===== config.mk =====
export PLATFORM = sky130hd
export DESIGN_NAME = hcsr04_responder
export DESIGN_NICKNAME = d
export VERILOG_FILES = /design/src/rtl/hcsr04_pkg.sv /design/src/rtl/hcsr04_responder_trig_sync.sv /design/src/rtl/hcsr04_responder.sv
export SDC_FILE = /design/constraint.sdc
export NUM_CORES = 1
export LEC_CHECK = 0
export CORE_ASPECT_RATIO = 0.75
export CORE_MARGIN = 1.5
export CORE_UTILIZATION = 45
export CTS_BUF_LIST = sky130_fd_sc_hd__clkbuf_8
export DETAILED_ROUTE_END_ITERATION = 8
export DONT_BUFFER_PORTS = 1
export SLEW_MARGIN = 40
export SYNTH_ARGS = -nofsm -noshare
export SYNTH_HDL_FRONTEND = slang
export SYNTH_SLANG_ARGS = --single-unit

===== constraint.sdc =====
create_clock -name clk -period 3.58 [get_ports clk]
set_clock_uncertainty 0.2 [all_clocks]
set_input_delay 0.716 -clock clk [delete_from_list [all_inputs] [get_ports clk]]
set_output_delay 0.716 -clock clk [all_outputs]
set_load 0.02 [all_outputs]

===== src/rtl/hcsr04_pkg.sv =====
// Shared types and 100 MHz default timing for the HC-SR04 responder model.
package hcsr04_pkg;

    typedef enum logic [2:0] {
        StIdle,
        StTrigHi,
        StBurst,
        StEcho,
        StRecover
    } state_e;

    localparam int unsigned DefSyncStages = 2;
    localparam int unsigned DefTrigMinCyc = 1000;     // 10 us
    localparam int unsigned DefBurstCyc   = 20000;    // 200 us
    localparam int unsigned DefCycPerCm   = 5800;     // 58 us
    localparam int unsigned DefMaxCm      = 400;
    localparam int unsigned DefTimeoutCyc = 3800000;  // 38 ms
    localparam int unsigned DefRecoverCyc = 100000;   // 1 ms

    function automatic int unsigned max2(input int unsigned a, input int unsigned b);
        return (a > b) ? a : b;
    endfunction

endpackage


===== src/rtl/hcsr04_responder_trig_sync.sv =====
// Trig synchronizer with rise/fall detect on the synchronized signal.
module hcsr04_responder_trig_sync #(
    parameter int unsigned SYNC_STAGES = 2
) (
    input  logic clk,
    input  logic rst,
    input  logic trig,
    output logic trig_s,
    output logic rise,
    output logic fall
);

    logic [SYNC_STAGES-1:0] sync_q;
    logic                   trig_q;

    // Shift raw trig through the synchronizer; trig_q trails trig_s by one cycle.
    always_ff @(posedge clk) begin
        if (rst) begin
            sync_q <= '0;
            trig_q <= 1'b0;
        end else begin
            sync_q[0] <= trig;
            for (int i = 1; i < SYNC_STAGES; i++) begin
                sync_q[i] <= sync_q[i-1];
            end
            trig_q <= sync_q[SYNC_STAGES-1];
        end
    end

    // Edge strobes are combinational so the FSM acts on them the same cycle.
    always_comb begin
        trig_s = sync_q[SYNC_STAGES-1];
        rise   = trig_s & ~trig_q;
        fall   = ~trig_s & trig_q;
    end

endmodule


===== src/rtl/hcsr04_responder.sv =====
// HC-SR04 responder: accepts a long-enough trig pulse and answers with an
// echo pulse whose width encodes the distance latched at trig acceptance.
module hcsr04_responder
    import hcsr04_pkg::*;
#(
    parameter int unsigned SYNC_STAGES  = DefSyncStages,
    parameter int unsigned TRIG_MIN_CYC = DefTrigMinCyc,
    parameter int unsigned BURST_CYC    = DefBurstCyc,
    parameter int unsigned CYC_PER_CM   = DefCycPerCm,
    parameter int unsigned MAX_CM       = DefMaxCm,
    parameter int unsigned TIMEOUT_CYC  = DefTimeoutCyc,
    parameter int unsigned RECOVER_CYC  = DefRecoverCyc
) (
    input  logic       clk,
    input  logic       rst,
    input  logic       trig,
    input  logic [8:0] distance_cm,
    output logic       echo,
    output logic       busy,
    output logic       short_trig,
    output logic [7:0] meas_cnt
);

    localparam int unsigned MaxCyc = max2(max2(TRIG_MIN_CYC, BURST_CYC),
                                          max2(max2(TIMEOUT_CYC, RECOVER_CYC), CYC_PER_CM));
    localparam int unsigned CntW   = $clog2(MaxCyc + 1);

    localparam logic [CntW-1:0] TrigMin  = CntW'(TRIG_MIN_CYC);
    // Burst spans the fall-detect cycle plus BURST_CYC, giving echo rise at
    // E + SYNC_STAGES + BURST_CYC + 1 for a trig first sampled low at edge E.
    localparam logic [CntW-1:0] BurstEnd = CntW'(BURST_CYC);
    localparam logic [CntW-1:0] PreEnd   = CntW'(CYC_PER_CM - 1);
    localparam logic [CntW-1:0] TmoEnd   = CntW'(TIMEOUT_CYC - 1);
    localparam logic [CntW-1:0] RecEnd   = CntW'(RECOVER_CYC - 1);
    localparam logic [CntW-1:0] CntOne   = CntW'(1);

    logic trig_s;
    logic rise;
    logic fall;

    state_e          state_q, state_d;
    logic [CntW-1:0] cnt_q, cnt_d;      // trig width, burst, prescaler, timeout, recover
    logic [8:0]      cm_q, cm_d;        // remaining centimetres in echo
    logic            tmo_q, tmo_d;      // latched distance was out of range
    logic            echo_q, echo_d;
    logic            busy_q, busy_d;
    logic            short_q, short_d;
    logic [7:0]      meas_q, meas_d;
    logic            dist_bad;
    logic            echo_done;

    hcsr04_responder_trig_sync #(
        .SYNC_STAGES(SYNC_STAGES)
    ) u_trig_sync (
        .clk   (clk),
        .rst   (rst),
        .trig  (trig),
        .trig_s(trig_s),
        .rise  (rise),
        .fall  (fall)
    );

    assign dist_bad = (distance_cm == 9'd0) || (32'(distance_cm) > MAX_CM);

    // State and output registers; reset wins in every state.
    always_ff @(posedge clk) begin
        if (rst) begin
            state_q <= StIdle;
            cnt_q   <= '0;
            cm_q    <= '0;
            tmo_q   <= 1'b0;
            echo_q  <= 1'b0;
            busy_q  <= 1'b0;
            short_q <= 1'b0;
            meas_q  <= '0;
        end else begin
            state_q <= state_d;
            cnt_q   <= cnt_d;
            cm_q    <= cm_d;
            tmo_q   <= tmo_d;
            echo_q  <= echo_d;
            busy_q  <= busy_d;
            short_q <= short_d;
            meas_q  <= meas_d;
        end
    end

    // Next-state, counter and registered-output logic.
    always_comb begin
        state_d   = state_q;
        cnt_d     = cnt_q;
        cm_d      = cm_q;
        tmo_d     = tmo_q;
        short_d   = 1'b0;
        meas_d    = meas_q;
        echo_done = 1'b0;

        unique case (state_q)
            StIdle: begin
                if (rise) begin
                    state_d = StTrigHi;
                    cnt_d   = CntOne;
                end
            end
            StTrigHi: begin
                if (fall) begin
                    cnt_d = '0;
                    if (cnt_q >= TrigMin) begin
                        state_d = StBurst;
                        cm_d    = distance_cm;
                        tmo_d   = dist_bad;
                    end else begin
                        state_d = StIdle;
                        short_d = 1'b1;
                    end
                end else if (trig_s && (cnt_q < TrigMin)) begin
                    cnt_d = cnt_q + CntOne;
                end
            end
            StBurst: begin
                if (cnt_q == BurstEnd) begin
                    state_d = StEcho;
                    cnt_d   = '0;
                end else begin
                    cnt_d = cnt_q + CntOne;
                end
            end
            StEcho: begin
                if (tmo_q) begin
                    if (cnt_q == TmoEnd) begin
                        echo_done = 1'b1;
                    end else begin
                        cnt_d = cnt_q + CntOne;
                    end
                end else if (cnt_q == PreEnd) begin
                    // One centimetre elapsed; cm_q is never zero on the valid path.
                    cnt_d = '0;
                    if (cm_q == 9'd1) begin
                        echo_done = 1'b1;
                    end else begin
                        cm_d = cm_q - 9'd1;
                    end
                end else begin
                    cnt_d = cnt_q + CntOne;
                end
                if (echo_done) begin
                    state_d = StRecover;
                    cnt_d   = '0;
                    meas_d  = meas_q + 8'd1;
                end
            end
            StRecover: begin
                if (cnt_q == RecEnd) begin
                    state_d = StIdle;
                    cnt_d   = '0;
                end else begin
                    cnt_d = cnt_q + CntOne;
                end
            end
            default: begin
                state_d = StIdle;
                cnt_d   = '0;
            end
        endcase

        echo_d = (state_d == StEcho);
        busy_d = (state_d == StBurst) || (state_d == StEcho) || (state_d == StRecover);
    end

    assign echo       = echo_q;
    assign busy       = busy_q;
    assign short_trig = short_q;
    assign meas_cnt   = meas_q;

endmodule


==> results of run 1 <==
metal layers:
metal	up-vias	GRT usage (%)	wire, um
met5	-	0	0
met2	95	30.8	2790
met1	1257	34.3	3760
met4	0	4.25	39
met3	7	4.19	388
li1	1348	-	-
worst reg2reg max path: stages, from the launching register on:
cell      delay (ns)
dfxtp_1         0.50
or4b_1          0.53
or4_4           0.45
o21ai_0         0.31
o21a_1          0.47
o21ai_0         0.17
a221oi_1        0.30
flip-flops by register name (all words and copies together), names as in the netlist:
| name | cells |
|---|---|
| u_trig_sync.trig_q | 1 |
| short_trig | 1 |
| u_trig_sync.sync_q | 2 |
| echo | 1 |
| meas_cnt | 8 |
| busy | 1 |
| cm_q | 9 |
| tmo_q | 1 |
| state_q | 3 |
| cnt_q | 22 |
path summary, 6_finish.rpt:
kind         slack, ns                     to             startpoint  cells past startpoint
min               0.25  u_trig_sync.sync_q[1]  u_trig_sync.sync_q[0]                      1
max               0.56                cm_q[0]               cnt_q[5]                      6
min reg2reg       0.25  u_trig_sync.sync_q[1]  u_trig_sync.sync_q[0]                      1
max reg2reg       0.56                cm_q[0]               cnt_q[5]                      6
cell usage in the layout (no fill, tap or decap), types with 5 or more instances in the layout:
cell	instances
a211oi_1	5
a21oi_1	19
a31oi_1	10
a32oi_1	6
and2_1	7
buf_4	6
clkbuf_8	5
dfxtp_1	49
ha_1	5
inv_1	15
mux2i_1	6
nand2_1	36
nand3_1	21
nand4_1	12
nor2_1	27
nor2b_1	10
nor3_1	6
nor4_1	5
o2111ai_1	5
o21ai_0	22
o22ai_1	5
o31ai_1	7
xor2_1	6
cell families (layout without fill, tap and decap cells):
kind of cell	Yosys count	in the layout	synth area share, %
DFF	49	49	33.9
xor gates and xnor gates	7	7	2.12
buffers and inverters	38	29	6.35
AOI/OAI and AO/OA	97	97	22.5
adders and majority gates	5	5	2.16
muxes	6	6	2.07
and+or+nand+nor	163	163	31.0
layout make-up:
type	count	area, um2	area share, %
tap	81	101	3.34
sequential	49	981	32.3
inverter	15	56.3	1.85
timing repair buffer	6	45.0	1.48
clock buffer	5	68.8	2.27
clock inverter	3	46.3	1.52
multi-input combinational	278	1740	57.2
where the power goes:
group | internal [mW] | switching, mW | total (mW)
clock | 0.209 | 0.203 | 0.412
combinational | 0.0156 | 0.0251 | 0.0407
sequential | 0.547 | 0.00359 | 0.551
==> reports/results.tsv, run 1 <==
metric	value	unit
outcome	complete, no violations	
Final Hold Viols	0	
final wirelength	6990	um
P_leak	0.969	nW
RSZ-0062 raised after global routing	no	
most frequent CP cell	o21ai_0	
placed instance area	2920	um2
vias in the first global route	2459	
fin cells	437	
Synth Flop Type	dfxtp_1	
Setup Buffers After CTS	0	
Sum Neg Setup Slack	0	ns
Synth area leaders	dfxtp_1, nand2_1, o21ai_0	
# clock sinks	49	
DR WL/cell	16.0	um
Initial Utilization	46.3	%
Worst Hold Class	reg2reg	
Slew Limit Fails	0	
Period minus WS final	3.02	ns
total power	1.00	mW
# rows	25	
Clock Latency Late Sink	0.31	ns
MaxCap Viol Count	0	
Setup crit start kind	register	
Layout Nets	372	
Final Core Density	48.5	%
largest area contributor in the netlist	dfxtp_1	
All-Layer GR Usage	21.9	%
Slew @ Worst Pin	0.635	ns
synth warn	0	
# setup viols final	0	
crit-path max FO	14	
initial antenna violation count	0	
largest net degree at the start of global routing	30	
critical-path cell list	or4b_1 -> or4_4 -> o21ai_0 -> o21a_1 -> o21ai_0 -> a221oi_1	
Detail Placement HPWL	5110	um
via count	2707	
Hold WS	0.250	ns
DRT iter0 DRCs	202	
synth unique cells	59	
I/O pins	23	
crit path DAT	3.04	ns
share of cells above drive strength 1	8.71	%
Antenna Nets Post-Route	0	
CP Buf/Inv Count	0	
height of the die	72.5	um
Antenna Cells	0	
WP data required	3.60	ns
CTS Root Cell	clkbuf_8	
CP max stage delay	0.53	ns
FMAX	331	MHz
Max clock buf depth	2	
Post-synth EDFFs	0	
TritonRoute pass-1 iters	5	
core footprint	6260	um2
crit path kind	reg2reg	
most instantiated library cell after synthesis	dfxtp_1	
Total Die Area	6930	um2
cell area after layout	3040	um2
fill count	614	
Avg Inst Size Synth	7.94	um2
cts hold-fix bufs	0	
H-tree levels	2	
PwrDens	330	nW/um2
fin worst setup slack	0.559	ns
CTS Buf Count	5	
Die W	95.7	um
Synth top area share	33.9	%
Synth Register Bits	49	
I/O Buffers	0	
CTS tree	yes	
global-route wire length before repair	12000	um
area grow syn2layout	4.79	%
Seq/Total Area, Yosys	33.9	%
top cells by instance count after synthesis	dfxtp_1, nand2_1, nor2_1	
slew margin rel.	57.3	%
GPL Wtd Cong	0.860	
post-cts resize count	0	
CP Capture Type	register	
final period utilization	84.4	%
Top delay family on crit path	compound AO/OA/AOI/OAI gates	
dpl ws	0.602	ns
syn nets	382	
vias per cell	6.19	
Slowest-stage cell, CP	or4b_1	
Synth Cell Area	2900	um2
placed instance count	429	
VDD IR max	181	uV
residual DRC count	0	
Clk pin slew, worst setup/hold paths	0.10	ns
Synth async-reset ratio	0	%
Cells after Synth	365	
global route overflow	0	
Note: power is estimated with default switching activity, not from simulation.
==> inputs of run 2 (changes only) <==
Clock period 3.58 ns to 2.93 ns, I/O delays scaled along.
==> reports/results.tsv, run 2 (same netlist as run 1, synthesis figures left out) <==
metric	value	unit	change
fin worst setup slack	0.118	ns	was 0.559 ns
Total Die Area	6930	um2	unchanged
max reg flops	22		unchanged
fill count	623		was 614
RSZ-0062 raised after global routing	no		unchanged
via count	2776		was 2,707
Slew @ Worst Pin	0.586	ns	was 0.635 ns
largest register by flop count	cnt_q		unchanged
Die W	95.7	um	unchanged
Initial Utilization	46.3	%	unchanged
final period utilization	96.0	%	was 84.4%
RR Startpoint	cnt_q[15]		was cnt_q[5]
Detail Placement HPWL	5660	um	was 5110 um
Period minus WS final	2.81	ns	was 3.02 ns
crit-path max FO	7		was 14
PwrDens	385	nW/um2	was 330 nW/um2
share of cells above drive strength 1	13.6	%	was 8.71%
MaxCap Viol Count	0		unchanged
CTS tree	yes		unchanged
slew margin rel.	60.6	%	was 57.3%
Clk pin slew, worst setup/hold paths	0.10	ns	about the same
CTS Buf Count	5		unchanged
DR WL/cell	16.8	um	was 16.0 um
wire length on met3	625	um	was 388 um
TritonRoute pass-1 iters	5		unchanged
Antenna Cells	0		unchanged
FF-to-FF setup slack	0.12	ns	was 0.56 ns
# setup viols final	0		unchanged
Final Hold Viols	0		unchanged
residual DRC count	0		unchanged
area grow syn2layout	9.67	%	was 4.79%
most common cell after layout, fill and taps aside	dfxtp_1		unchanged
Layout Nets	390		was 372
H-tree levels	2		unchanged
Sum Neg Setup Slack	0	ns	unchanged
Setup crit start kind	register		unchanged
combinational power share	4.1	%	about the same
most frequent cells in the layout	dfxtp_1, nand2_1, nor2_1, buf_4		was dfxtp_1, nand2_1, nor2_1, o21ai_0, nand3_1
Worst Hold Class	in2reg		was reg2reg
I/O Buffers	0		unchanged
max layer used	met4		unchanged
VDD IR max	209	uV	was 181 uV
outcome	complete, no violations		unchanged
# clock sinks	49		unchanged
initial antenna violation count	0		unchanged
CTS Root Cell	clkbuf_8		unchanged
worst reg-to-reg path cell count	6		unchanged
FMAX	356	MHz	was 331 MHz
CP Capture Type	register		unchanged
I/O pins	23		unchanged
GPL Wtd Cong	0.922		was 0.860
global-route wire length before repair	12700	um	was 12,000 um
crit path to	meas_cnt[7]		was cm_q[0]
Crit. Startpoint	cnt_q[15]		was cnt_q[5]
largest net degree at the start of global routing	30		unchanged
Clk pwr share	40.9	%	was 41.1%
R2R Path End	meas_cnt[7]		was cm_q[0]
M1 wire length	4010	um	was 3760 um
# rows	25		unchanged
met2 WL	2950	um	was 2790 um
crit path DAT	2.86	ns	was 3.04 ns
Net Switching	0.280	mW	was 0.231 mW
P_leak	1.07	nW	was 0.969 nW
crit path kind	reg2reg		unchanged
vias per cell	6.10		was 6.19
Slew Limit Fails	0		unchanged
height of the die	72.5	um	unchanged
Clock Latency Late Sink	0.31	ns	about the same
sequential power share	55.0	%	was 54.9%
dpl ws	0.0174	ns	was 0.602 ns
Antenna Nets Post-Route	0		unchanged
All-Layer GR Usage	23.7	%	was 21.9%
Hold WS	0.135	ns	was 0.250 ns
Max clock buf depth	2		unchanged
global route overflow	0		unchanged
core footprint	6260	um2	unchanged
final wirelength	7630	um	was 6990 um
Sw Ratio	22.9	%	was 23.0%
Int Pwr	0.944	mW	was 0.772 mW
WP data required	2.98	ns	was 3.60 ns
vias in the first global route	2512		was 2,459
DRT iter0 DRCs	153		was 202
cts hold-fix bufs	0		unchanged
==> run 2: cell count changes in the layout (fill, tap and decap cells not counted) <==
cell / change
nand2_2: +1
nand2_1: -1
o21ai_0: -1
o21ai_2: +1
buf_4: +18
==> run 2: critical path, stage by stage, from the launching register on <==
cell and delay (ns):
dfxtp_1 0.37, or4_4 0.56, or4_4 0.54, and4bb_4 0.36, o21ai_4 0.08, or4_1 0.50, a21oi_1 0.14
==> run 2: worst min-delay path by stage <==
stage / start / endpoint / cells after the start
floorplan: u_trig_sync.sync_q[0] / u_trig_sync.sync_q[1] / 1
global placement: u_trig_sync.sync_q[0] / u_trig_sync.sync_q[1] / 1
detailed placement: u_trig_sync.sync_q[0] / u_trig_sync.sync_q[1] / 1
CTS: rst / meas_cnt[4] / 1
global route: rst / meas_cnt[7] / 1
finish: rst / u_trig_sync.sync_q[0] / 1
==> run 2: per-stage QoR <==
step	util [%]	std cells	total power, mW	cell area, um2
2_1_floorplan	-	365	0.730	2900
3_3_place_gp	48.9	447	0.738	3060
3_5_place_dp	48.9	447	0.738	3060
4_1_cts	50.7	455	1.24	3170
5_1_grt	50.8	455	1.27	3180
6_report	50.8	455	1.22	3180
==> run 2: cell type report <==
cell class | count | area (um2) | area share [%]
clock inverters | 3 | 46.3 | 1.46
flip-flops and latches | 49 | 981 | 30.9
multi-input cells | 278 | 1740 | 54.9
well taps | 81 | 101 | 3.19
repair buffers | 24 | 180 | 5.67
inverters | 15 | 56.3 | 1.77
clock buffers | 5 | 68.8 | 2.17
==> run 2: power groups by stage <==
stage / clock (mW) / combinational, mW / sequential, mW
finish: 0.500 / 0.0505 / 0.673
global route: 0.536 / 0.0562 / 0.674
CTS: 0.514 / 0.0499 / 0.673
detailed placement: 0 / 0.0496 / 0.689
global placement: 0 / 0.0494 / 0.688
floorplan: 0 / 0.0439 / 0.686
==> run 2: per-layer routing <==
metal  global-route usage (%)  vias to the layer above
met3                     7.02                        7
met1                     37.5                     1291
met2                     30.2                      106
met5                        0                        -
met4                     6.05                        0
li1                         -                     1372
==> run 2: repair_timing <==
action	in CTS	in global routing
setup endpoints to repair	2	22
resized for setup	1	2
buffers inserted	0	0
